File: src/rtl/program_loader_pkg.sv
// Shared definitions for the program loader.
//   state_t         FSM state encoding (IDLE/HDR/LOAD/DONE)
//   BYTES_PER_WORD  bytes per instruction word
//   WORD_WIDTH      instruction word width in bits
package program_loader_pkg;

  localparam int BYTES_PER_WORD = 4;
  localparam int WORD_WIDTH     = 32;

  typedef enum logic [1:0] {
    ST_IDLE = 2'd0,
    ST_HDR  = 2'd1,
    ST_LOAD = 2'd2,
    ST_DONE = 2'd3
  } state_t;

endpackage

File: src/rtl/program_loader_word_assembler.sv
// Little-endian byte-to-word assembler.
//   clk, rst       clock, async active-high reset
//   clear          restart assembly at byte 0 (load start)
//   byte_valid     in_byte is consumed this cycle
//   in_byte        stream byte
//   word           assembled word including the byte offered this cycle
//   word_complete  strobe: this cycle's byte completes a word
module word_assembler
  import program_loader_pkg::*;
(
  input  logic                  clk,
  input  logic                  rst,
  input  logic                  clear,
  input  logic                  byte_valid,
  input  logic [7:0]            in_byte,
  output logic [WORD_WIDTH-1:0] word,
  output logic                  word_complete
);

  logic [1:0]            idx_q;
  logic [WORD_WIDTH-1:0] asm_q;

  always_ff @(posedge clk or posedge rst) begin
    if (rst) begin
      idx_q <= '0;
      asm_q <= '0;
    end else if (clear) begin
      idx_q <= '0;
      asm_q <= '0;
    end else if (byte_valid) begin
      idx_q                         <= idx_q + 2'd1;
      asm_q[{idx_q, 3'b000} +: 8]   <= in_byte;
    end
  end

  // The 4th byte is merged combinationally so the top can register the
  // complete word in the same cycle the byte is transferred.
  always_comb begin
    word                          = asm_q;
    word[{idx_q, 3'b000} +: 8]    = in_byte;
    word_complete                 = byte_valid && (idx_q == 2'd3);
  end

endmodule

File: src/rtl/program_loader.sv
// Program loader: turns a byte stream (word count header, then little-endian
// 32-bit words) into program memory writes while holding the CPU off.
//   clk, rst        clock, async active-high reset
//   start           load request, honoured only in IDLE
//   in_data/valid   stream byte / valid; in_ready = loader accepts
//   w_en/addr/data  program memory write port
//   cpu_hold        CPU held while a load is in progress
//   done            one-cycle completion pulse
//   err             header rejected (sticky until next accepted start)
//
// state | meaning
// IDLE  | waiting for start, word address parked at LOAD_BASE
// HDR   | waiting for the word-count byte
// LOAD  | assembling and writing words
// DONE  | done pulse, back to IDLE
module program_loader
  import program_loader_pkg::*;
#(
  parameter int PC_WIDTH  = 8,
  parameter int LOAD_BASE = 0
) (
  input  logic                  clk,
  input  logic                  rst,
  input  logic                  start,
  input  logic [7:0]            in_data,
  input  logic                  in_valid,
  output logic                  in_ready,
  output logic                  w_en,
  output logic [PC_WIDTH-1:0]   addr,
  output logic [WORD_WIDTH-1:0] data,
  output logic                  cpu_hold,
  output logic                  done,
  output logic                  err
);

  // Largest word count that fits between LOAD_BASE and the top of memory.
  localparam int unsigned CAP = ((1 << PC_WIDTH) - LOAD_BASE) / BYTES_PER_WORD;

  state_t                state_q, state_d;
  logic [7:0]            n_q, n_d;
  logic [7:0]            cnt_q, cnt_d;
  logic [PC_WIDTH-1:0]   waddr_q, waddr_d;

  logic                  in_ready_d, w_en_d, cpu_hold_d, done_d, err_d;
  logic [PC_WIDTH-1:0]   addr_d;
  logic [WORD_WIDTH-1:0] data_d;

  logic                  xfer;
  logic                  asm_clear;
  logic [WORD_WIDTH-1:0] asm_word;
  logic                  word_complete;

  assign xfer = in_valid && in_ready;

  word_assembler u_word_assembler (
    .clk           (clk),
    .rst           (rst),
    .clear         (asm_clear),
    .byte_valid    (xfer && (state_q == ST_LOAD)),
    .in_byte       (in_data),
    .word          (asm_word),
    .word_complete (word_complete)
  );

  always_ff @(posedge clk or posedge rst) begin
    if (rst) state_q <= ST_IDLE;
    else     state_q <= state_d;
  end

  always_comb begin
    state_d    = state_q;
    n_d        = n_q;
    cnt_d      = cnt_q;
    waddr_d    = waddr_q;
    in_ready_d = 1'b0;
    w_en_d     = 1'b0;
    addr_d     = addr;
    data_d     = data;
    cpu_hold_d = cpu_hold;
    done_d     = 1'b0;
    err_d      = err;
    asm_clear  = 1'b0;

    case (state_q)
      ST_IDLE: begin
        waddr_d = LOAD_BASE[PC_WIDTH-1:0];
        cnt_d   = '0;
        if (start) begin
          state_d    = ST_HDR;
          err_d      = 1'b0;
          cpu_hold_d = 1'b1;
          in_ready_d = 1'b1;
          asm_clear  = 1'b1;
        end
      end

      ST_HDR: begin
        in_ready_d = 1'b1;
        if (xfer) begin
          n_d = in_data;
          if (in_data == 8'd0) begin
            state_d    = ST_DONE;
            in_ready_d = 1'b0;
            done_d     = 1'b1;
            cpu_hold_d = 1'b0;
          end else if (32'(in_data) > CAP) begin
            state_d    = ST_IDLE;
            in_ready_d = 1'b0;
            err_d      = 1'b1;
            cpu_hold_d = 1'b0;
          end else begin
            state_d = ST_LOAD;
          end
        end
      end

      ST_LOAD: begin
        in_ready_d = 1'b1;
        if (word_complete) begin
          w_en_d  = 1'b1;
          addr_d  = waddr_q;
          data_d  = asm_word;
          waddr_d = waddr_q + PC_WIDTH'(BYTES_PER_WORD);
          cnt_d   = cnt_q + 8'd1;
          // Stop accepting once the last word is in; nothing more belongs to this load.
          if (cnt_q + 8'd1 == n_q) in_ready_d = 1'b0;
        end
        // cnt_q already counts the word being written this cycle.
        if (w_en && (cnt_q == n_q)) begin
          state_d    = ST_DONE;
          in_ready_d = 1'b0;
          done_d     = 1'b1;
          cpu_hold_d = 1'b0;
        end
      end

      ST_DONE: begin
        state_d = ST_IDLE;
      end

      default: state_d = ST_IDLE;
    endcase
  end

  always_ff @(posedge clk or posedge rst) begin
    if (rst) begin
      n_q      <= '0;
      cnt_q    <= '0;
      waddr_q  <= LOAD_BASE[PC_WIDTH-1:0];
      in_ready <= 1'b0;
      w_en     <= 1'b0;
      addr     <= '0;
      data     <= '0;
      cpu_hold <= 1'b0;
      done     <= 1'b0;
      err      <= 1'b0;
    end else begin
      n_q      <= n_d;
      cnt_q    <= cnt_d;
      waddr_q  <= waddr_d;
      in_ready <= in_ready_d;
      w_en     <= w_en_d;
      addr     <= addr_d;
      data     <= data_d;
      cpu_hold <= cpu_hold_d;
      done     <= done_d;
      err      <= err_d;
    end
  end

endmodule

File: config.mk
export PLATFORM = sky130hd
export DESIGN_NAME = program_loader
export DESIGN_NICKNAME = d
export VERILOG_FILES = /design/src/rtl/program_loader_pkg.sv /design/src/rtl/program_loader_word_assembler.sv /design/src/rtl/program_loader.sv
export SDC_FILE = /design/constraint.sdc
export NUM_CORES = 1
export LEC_CHECK = 0
export CORE_ASPECT_RATIO = 0.8
export CORE_UTILIZATION = 45
export DETAILED_ROUTE_END_ITERATION = 6
export HOLD_SLACK_MARGIN = 0.05
export PLACE_DENSITY = 0.67
export SLEW_MARGIN = 0
export SYNTH_ARGS = -nofsm -noshare
export SYNTH_HDL_FRONTEND = slang
export SYNTH_SLANG_ARGS = --single-unit
File: constraint.sdc
create_clock -name clk -period 4 [get_ports clk]
set_clock_uncertainty 0.1 [all_clocks]
set_input_delay 0.8 -clock clk [delete_from_list [all_inputs] [get_ports clk]]
set_output_delay 0.8 -clock clk [all_outputs]
set_load 0.02 [all_outputs]
-- Word-level counts from Yosys, hierarchy flattened
Cells that the tools add are included.
- flip-flop bits (word level): 105
- output and inout bits: 45
- add/subtract/negate cells: 4
- magnitude comparators: 1
- eq/ne operators: 13
- shift-type cells: 2
- multiplexer cells: 41
- reductions and logical operators: 16
- operators by type and width (operator ; number):
    32-bit two-way mux ; 2
    32-bit bitwise mux ; 1
    8-bit one-hot mux with 2 select lines ; 2
    8-bit by 7-bit variable shift with 32-bit output, first input constant ; 1
    8-bit by 7-bit indexed part select with 32-bit output ; 1
    1-bit two-way mux ; 22
    8-bit equality test ; 2
    8-bit two-way mux ; 2
    2-bit two-way mux ; 7
    5-bit AND reduction ; 2
    8-bit by 1-bit adder with 8-bit output, second input constant ; 1
    8-bit by 3-bit adder with 8-bit output, second input constant ; 1
    8-bit by 7-bit > comparator with 1-bit output, second input constant ; 1
    8-bit zero test ; 1
    2-bit != test, second input constant ; 4
    2-bit one-hot mux with 4 select lines ; 1
    5-bit negation with 7-bit output ; 1
    2-bit equality test, second input constant ; 3
    1-bit one-hot mux with 3 select lines ; 2
    2-bit AND reduction ; 3
    2-bit nonzero test ; 3
    1-bit logical AND ; 4
    2-bit by 1-bit != test with 1-bit output, second input constant ; 2
    1-bit one-hot mux with 2 select lines ; 2
    other kinds (6) ; 6

-- Logic depth before layout (Yosys ltp)
- depth in word-level cells: 6
- gate-level depth with buffers: 8

-- Modules after synthesis
A second synthesis with hierarchy kept.
- cells, all modules: 527
- area total of the unflattened synthesis: 4958.5 sq um
- modules (own cells, without submodules) (module ; times used ; cells an instance ; area an instance (sq um)):
    program_loader ; 1 ; 333 ; 3144.3
    word_assembler ; 1 ; 194 ; 1814.2

-- Worst setup path before layout
Ideal clock, no wire load.
- path kind: input to register
- from: input in_data[3]
- to: register cpu_hold
- arrival: 2.492 ns
- required time: 3.821 ns
- path slack: 1.328 ns
- stages: 6
- path buffers: 1
- path through: buf_6 > or4_4 > nor2_4 > mux2_4 > a2111oi_2 > mux2i_1
- longest elaborated chain between the ends: 4
- RTL lines (element ; RTL line ; RTL):
    start, declared ; program_loader.sv:25 ; input logic [7:0] in_data,
    parallel branches: the longest is 4 deep, another holds 8-bit by 7-bit > comparator with 1-bit output ; n/a ;
    end signal, assigned ; program_loader.sv:165 ; cpu_hold <= cpu_hold_d;
    end, declared ; program_loader.sv:31 ; output logic cpu_hold,
Several ways; the timed one is not identified. The select of a mux whose other input is x is not followed.
A chain may end at the register's enable or synchronous reset.

-- Worst setup path in the final report
- from: input in_data[7]
- to: register cpu_hold
Same word-level chain as after synthesis.

==> flow_summary.yaml <==
timing:
  fin_crit_sh_pct: 76.0
  slew_viol_final: 0
  max_clock_freq_ghz: 0.329
  holdWs_ns: 0.375
  hold_violations: 0
  tns_ns: 0
  setup_viol: 0
  rsz0062_at_grt: "false"
  worst_pin_slew_ns: 0.692
  min_period_ns: 3.04
  slew_headroom_pct: 53.9
outcome:
  status: "finished, final reports clean"
global_route:
  grt_pass1_wl_um: 17000
  track_usage_pct: 21.4
  antenna_found_initial: 0
  grt_max_degree: 94
  overflow: 0
  grt_pass1_vias: 3226
worst_setup_path:
  critPathKind: "in -> reg"
  path_cells: "clkdlybuf4s50_1, or4_4, nor2_4, mux2_4, a2111oi_2, mux2i_1"
  worstPathRequired_ns: 4.16
  cp_data_arrival_time_ns: 3.20
  start_kind: "input port"
  r2r_start: "state_q[0]$_DFFE_PP0P_"
  worstPathMaxFanout: 10
  setup.worst_path.end_class: "register"
  max_stage_delay_ns: 0.66
  slowest_stage: "clkdlybuf4s50_1"
  critPathLaunch: "in_data[7]"
die:
  die_y_um: 90.5
  core_um2: 9270
  die_w_um: 113
  dieArea_um2: 10200
  rows: 31
  pin_count: 57
  start_util_pct: 47.5
synthesis:
  syn_inst: 424
  synth_ff_type: "dfrtp_1"
  synth_top_family_by_area: "compound AO/OA/AOI/OAI gates"
  synthTopCellsByCount: "93 x dfrtp_1, 47 x nand2_1, 32 x a22o_1"
  synthMuxAreaShare_pct: 2.84
  ys_types: 50
  synth_warnings: 0
  synth-xor-area-share_pct: 4.15
  synth_edf_count: 0
  postSynth.asyncResetShare_pct: 100
  synth-seq-cells: 93
  synth-compound-area-share_pct: 17.5
  syn_area_um2: 4400
  synthSimpleGateAreaFrac_pct: 15.0
  synthAdderAreaFrac_pct: 3.13
  synth_area_per_cell_um2: 10.4
  yosysTopAreaCellShare_pct: 52.9
  synthTopCellsByArea: "dfrtp_1 53%, a22o_1 6.4%, nand2_1 4.0%"
  synth.largest_area_cell: "dfrtp_1"
  ys_seq_area_share_pct: 52.9
  yosysMostFrequentCell: "dfrtp_1"
routing:
  wirelength_um: 10100
  wl_per_cell_um: 17.2
  num_vias: 3314
  drc_errors: 0
  drtIter0Drc: 234
  postRouteAntennaNets: 0
  viasPerCell: 5.62
  dr.pass1.iters: 4
layout:
  stdcell_area_um2: 5350
  layout-drive-gt1-share_pct: 8.42
  n_antenna_cell: 0
  final_net_count: 494
  area_growth_syn_to_layout_pct: 21.6
clock_tree:
  post_cts_resized: 0
  clk_path_buf_depth: 2
  root_buffer: "clkbuf_16"
  cts_tree: "done"
  clkLatencyLatePin_ns: 0.34
  cts_setup_buffers: 0
  numCtsBuffers: 9
  cts.reportedPaths.clkPinSlew_ns: 0.06
  htreeDepth: 3
  cts_sinks: 93
  hold_buffers: 0
place:
  gp_congestion: 0.853
  hpwl_um: 6870
  io_buffers: 54
  dpl-instance-area_um2: 5030
run:
  cap_violations: 0
power_and_ir_drop:
  leakagePower_nw: 2.39
  power.density_nw_per_um2: 493
  ir_drop_mv: 0.313
hold_path:
  hold_start: "addr[2]$_DFFE_PP0P_"
  hold_class: "reg -> reg"
logic make-up (layout without fill, tap and decap cells):
kind of cell	count (synthesis)	after routing
AO/OA/AOI/OAI	111	111
multiplexers	11	11
flip-flops	93	93
buffers and inverters	42	92
adder cells (fa/ha/maj)	11	11
XOR/XNOR	20	20
AND/OR/NAND/NOR	135	135
other	1	2
stage by stage:
stage	std cells	setup WS [ns]	util, %	total power (W)
2_1_floorplan	425	0.680	-	0.00155
3_3_place_gp	575	0.686	54.3	0.00172
3_5_place_dp	575	0.638	54.3	0.00173
4_1_cts	590	0.979	57.7	0.00265
5_1_grt	590	0.914	57.7	0.00276
6_report	590	0.960	57.7	0.00264
power breakdown:
part           internal, W  total [W]  switching, W
clock             0.000564   0.000911      0.000347
combinational     0.000268   0.000618      0.000349
sequential         0.00102    0.00111     0.0000878
per-layer routing:
layer  GRT usage, %  vias up  share of wire, %
met4           6.67        0               1.2
met1           31.8     1618                50
met5              0        -                 0
met2           30.6       94                43
li1               -     1589                 -
met3           5.50       13               5.7
registers in the layout (all words and copies together) (netlist names):
signal,flops
addr,6
cnt_q,8
cpu_hold,1
data,32
done,1
err,1
in_ready,1
n_q,8
state_q,2
u_word_assembler.asm_q,24
u_word_assembler.idx_q,2
w_en,1
waddr_q,6
cells in the final DEF, fill, tap and decap left out, types with 3 or more instances in the layout:
cell,instances
o21ai_0,27
a21oi_1,24
o41ai_1,3
clkbuf_16,9
xnor2_1,11
mux2_2,8
nand2_1,47
nor2_1,31
nand4_1,5
clkdlybuf4s50_1,54
inv_1,10
and3_1,6
nor2b_1,20
a22o_1,32
nand3_1,10
ha_1,11
a221oi_1,8
dfrtp_1,93
buf_4,10
xor2_1,8
worst max-delay path: cells and delay by family:
kind | cells | cell delay, ns
buffers and inverters | 1 | 0.66
and+or+nand+nor | 2 | 0.80
muxes | 2 | 0.55
AOI/OAI and AO/OA | 1 | 0.38
final cells by class:
| class | count | area, µm² |
|---|---|---|
| Clock inverter | 3 | 68.8 |
| Inverter | 12 | 46.3 |
| Fill cell | 784 | 3920 |
| Timing Repair Buffer | 65 | 636 |
| Tap cell | 115 | 144 |
| Clock buffer | 12 | 246 |
| Sequential cell | 93 | 2330 |
| Multi-Input combinational cell | 290 | 1880 |
final timing paths:
| check | to | slack [ns] | cells after the start |
|---|---|---|---|
| setup / recovery | cpu_hold$_DFFE_PP0P_ | 0.96 | 6 |
| hold / removal | addr[2]$_DFFE_PP0P_ | 0.38 | 2 |
| setup reg to reg | cnt_q[2]$_DFFE_PP0P_ | 1.66 | 7 |
| hold reg to reg | addr[2]$_DFFE_PP0P_ | 0.38 | 2 |
| max in group asynchronous | data[25]$_DFFE_PP0P_ | 2.62 | 3 |
| min in group asynchronous | addr[7]$_DFFE_PP0P_ | 0.80 | 3 |
Power figures use the tool's default switching activity.
==> edit 1, RTL diff (same flow settings) <==
Register the output `err` once more, cleared by the reset; this adds one clock of latency there. The other outputs are not delayed to match.
--- a/src/rtl/program_loader.sv
+++ b/src/rtl/program_loader.sv
@@ -37,2 +37,4 @@
   localparam int unsigned CAP = ((1 << PC_WIDTH) - LOAD_BASE) / BYTES_PER_WORD;
+
+  logic err_s0;
 
@@ -80,3 +82,3 @@
     done_d     = 1'b0;
-    err_d      = err;
+    err_d      = err_s0;
     asm_clear  = 1'b0;
@@ -155,3 +157,3 @@
       done     <= 1'b0;
-      err      <= 1'b0;
+      err_s0   <= 1'b0;
     end else begin
@@ -166,3 +168,11 @@
       done     <= done_d;
-      err      <= err_d;
+      err_s0   <= err_d;
+    end
+  end
+
+  always_ff @(posedge clk or posedge rst) begin
+    if (rst) begin
+      err <= '0;
+    end else begin
+      err <= err_s0;
     end
Check against the original RTL: not equivalent (Yosys sat finds a counterexample within 4 cycles, from zero or initial values and one cycle with rst high).
==> edit 1 against the unedited design <==
Sequential cell count grew 1; count of clock-buffer cells in the layout down 3; worst setup slack improved by 0.19 ns; largest cell class unchanged; power is 2.1% lower; combinational power rose by 0.8%; cell area fell by 0.16%; area after synthesis grew 0.57%; wire length rose by 2.6%.
==> edit 1: results (changes against the unedited design) <==
* R2R setup slack at 1.58 ns (-0.08 ns)
* CP Data Arrival Time at 3.02 ns (-0.18 ns)
* Status: completed
* WL/cell at 17.6 um (+2.5%)
* Slowest cell on the critical path: or4_4
* Post-CTS Setup Inserts at 0 (unchanged)
* First DRT Iteration DRCs at 272 (+16%)
* Leakage power at 2.38 nW (-0.36%)
* WHS Path Cells at 0 (-2)
* Critical R2R Capture: in_ready
* Sequential fraction of the synthesis area at 53.2% (+0.27 points)
* Layout cell share with drive strength beyond 1 at 8.82% (+0.40 points)
* Worst hold start: err_s0
* Slew @ Worst Pin at 0.746 ns (+0.0542 ns)
* Largest stage delay, worst path at 0.61 ns (-0.05 ns)
* Global placement routability congestion at 0.823 (-3.5%)
* Fillers at 783 (-0.13%)
* Vias in the first global route at 3204 (-0.68%)
* VDD IR max at 284 uV (-9.3%)
* Placed Area at 0.00505 mm^2 (+0.35%)
* Reg2reg path depth at 8 (+1)
* Min-Delay Endpoint: err
* GRT Util Overall at 21.5% (+0.091 points)
* Post-DP HPWL at 7090 um (+3.1%)
* First-pass GRT wire length at 17000 um (+0.41%)
* Most frequent cells after synthesis: 94 x dfrtp_1, 47 x nand2_1, 32 x a22o_1
* CTS resizes at 0 (unchanged)
[edit 1: changes by cell type after synthesis, sizes merged]
cell / delta
dfrtp: +1
[edit 1: per-layer routing]
metal  global-route usage (%)  up-vias  share of wire (%)
li1                         -     1584                  -
met1                     32.8     1693                 49
met2                     30.6      100                 43
met3                     4.36       14                5.8
met4                     6.69        0                1.5
met5                        0        -                  0
[edit 1: cells by family after synthesis]
| group | synth area share, % |
|---|---|
| AO/OA/AOI/OAI | 17.4 |
| XOR/XNOR | 4.13 |
| adder cells (fa/ha/maj) | 3.11 |
| buffers and inverters | 4.41 |
| flip-flops | 53.2 |
| multiplexers | 2.83 |
| other | 0.0847 |
| AND/OR/NAND/NOR | 14.9 |
[edit 1: report_power, final]
group          switching [W]  internal [W]  leakage, nW
combinational       0.000357      0.000266        0.954
sequential         0.0000870       0.00103         1.29
clock               0.000401      0.000436        0.136
[edit 1: how the worst max path moves through the flow]
stage,cells after the start,from,slack (ns),end
global route,6,in_data[1],1.07,cpu_hold
finish,6,in_data[3],1.15,cpu_hold
floorplan,1,rst,0.65,addr[2]
detailed placement,6,in_data[3],0.81,cpu_hold
CTS,6,in_data[3],1.16,cpu_hold
global placement,6,in_data[3],0.80,cpu_hold
[edit 1: area by class of cell]
cell class	instances	area (um^2)	area share, %
sequential	94	2350	44.0
multi-input combinational	290	1880	35.2
timing repair buffer	64	628	11.8
clock buffer	9	225	4.22
tap	115	144	2.69
clock inverter	7	63.8	1.19
inverter	12	46.3	0.867
[edit 1: worst reg2reg max path, stage by stage (launching register included)]
cell and delay, ns:
dfrtp_1 0.42, inv_1 0.14, ha_1 0.29, nand4_1 0.23, buf_4 0.28, a21oi_1 0.16
o2111ai_1 0.15, o41ai_1 0.38, a31oi_1 0.14
[edit 1: through the flow]
step / util, % / hold WS (ns) / instances / worst slack (ns)
after floorplan: - / 0.248 / 426 / 0.651
after global placement: 54.3 / 0.285 / 575 / 0.803
after detailed placement: 54.3 / 0.293 / 575 / 0.807
after CTS: 57.4 / 0.306 / 591 / 1.16
after global routing: 57.4 / 0.307 / 591 / 1.07
final: 57.4 / 0.305 / 591 / 1.15
==> edit 2, RTL diff (config.mk and constraints unchanged) <==
Made on the original files. Change the parameter `PC_WIDTH` from 8 to 10.
--- a/src/rtl/program_loader.sv
+++ b/src/rtl/program_loader.sv
@@ -18,3 +18,3 @@
 #(
-  parameter int PC_WIDTH  = 8,
+  parameter int PC_WIDTH  = 10,
   parameter int LOAD_BASE = 0
Interface: changed (resized addr); port bits go from 57 to 59. The function was not compared with the original's and may differ.
==> edit 2 against the unedited design <==
Sequential cell count grew 3; power up 16%; area after synthesis is 1.0% higher; cell area rose by 0.44%; global-route usage down 0.27 points; via count grew 1.3%; wire length fell by 1.5%; die area up 1.0%; worst setup slack gained 0.55 ns.
==> edit 2: results (changes against the unedited design) <==
* Status: completed
* Vias at 3357 (+1.3%)
* Clock Power at 0.000836 W (-8.2%)
* Port bufs at 55 (+1.9%)
* Min-Delay Endpoint: addr[9]
* Met1 Routed Length at 4930 um (-2.1%)
* Fillers at 830 (+5.9%)
* Logic power comb at 0.000958 W (+55%)
* Metal2 WL at 4350 um (-0.91%)
* Sequential fraction of the synthesis area at 54.0% (+1.2 points)
* Sequential share of power at 41.2% (-0.8 points)
* VDD IR max at 310 uV (-1.0%)
* Global placement routability congestion at 0.826 (-3.2%)
* WL/cell at 16.6 um (-3.3%)
* Post-synthesis adder-cell area fraction at 3.10% (-0.032 points)
* CP Max Fanout at 9 (-1)
* First DRT Iteration DRCs at 202 (-14%)
* Area grow syn2layout at 20.9%
* Post-synthesis async set-or-reset flop share at 100% (unchanged)
* Vias in the first global route at 3152 (-2.3%)
* Initial antenna violation count at 0 (unchanged)
* GRT Util Overall at 21.2% (-0.27 points)
* Hold slack final at 0.381 ns (+0.00510 ns)
* Post-synthesis compound-gate area fraction at 15.8% (-1.7 points)
* Slew margin rel. at 46.5% (-7.3 points)
* Synth unique cells at 46 (-8.0%)
* Met3 usage at 3.56% (-1.9 points)
* Critical R2R Capture: u_word_assembler.asm_q[22]
* R2R setup slack at 1.63 ns (-0.03 ns)
* Most frequent cells after synthesis: 96 x dfrtp_1, 53 x nand2_1, 52 x nor2_1
* Crit path launch: in_valid
* Critical Path End: u_word_assembler.asm_q[12]
* Combinational Power Share at 31.4% (+8.0 points)
* CTS Buf Count at 9 (unchanged)
* Pint at 0.00199 W (+7.3%)
* Synth area leaders: dfrtp_1 54%, a22o_1 6.1%, nand2_1 4.5%
* Final layout net count at 500 (+1.2%)
* Leakage power at 2.49 nW (+4.2%)
* Busiest grt layer: met1
* First-pass GRT wire length at 16800 um (-0.81%)
* Reg2reg path depth at 6 (-1)
* WHS Path Cells at 2 (unchanged)
* Layout cell share with drive strength beyond 1 at 8.30% (-0.12 points)
* Post-Synth XOR/XNOR Area at 3.74% (-0.41 points)
* Met3 wire len at 587 um (+1.2%)
* Post-DP HPWL at 6530 um (-5.0%)
* Worst hold start: addr[9]
* Grt met2 use at 30.2% (-0.39 points)
* Largest net degree at the start of global routing at 61 (-35%)
* Met1 usage at 33.1% (+1.3 points)
* Placed Area at 0.00508 mm^2 (+0.94%)
* Multiplexer share of the synthesized area at 2.81% (-0.029 points)
* RR Startpoint: u_word_assembler.idx_q[0]
edit 2: changes by cell type in the layout (fill, tap and decap cells not counted), moves of 6 or more:
| cell | change |
|---|---|
| a21oi_1 | -8 |
| a221oi_1 | +8 |
| nand2_1 | +6 |
| nor2_1 | +21 |
| nor2b_1 | -10 |
| o21ai_0 | -8 |
edit 2: critical path: stages:
cell and delay (ns):
clkdlybuf4s50_1 0.53, nand2_1 0.09, nor2_1 0.46, nand2_1 0.10
nor2b_1 0.44, a22o_1 0.25
edit 2: area by class of cell:
cell class | count | share of cell area [%]
clock buffer | 9 | 4.19
tap | 119 | 2.77
timing repair buffer | 63 | 11.6
multi-input combinational | 297 | 34.8
sequential | 96 | 44.7
clock inverter | 7 | 1.23
inverter | 10 | 0.722
edit 2: per-stage QoR:
stage                     setup WS, ns  instances
after floorplan                  0.595        436
after global placement            1.26        585
after detailed placement          1.18        585
after CTS                         1.51        601
after global routing              1.34        601
final                             1.51        601
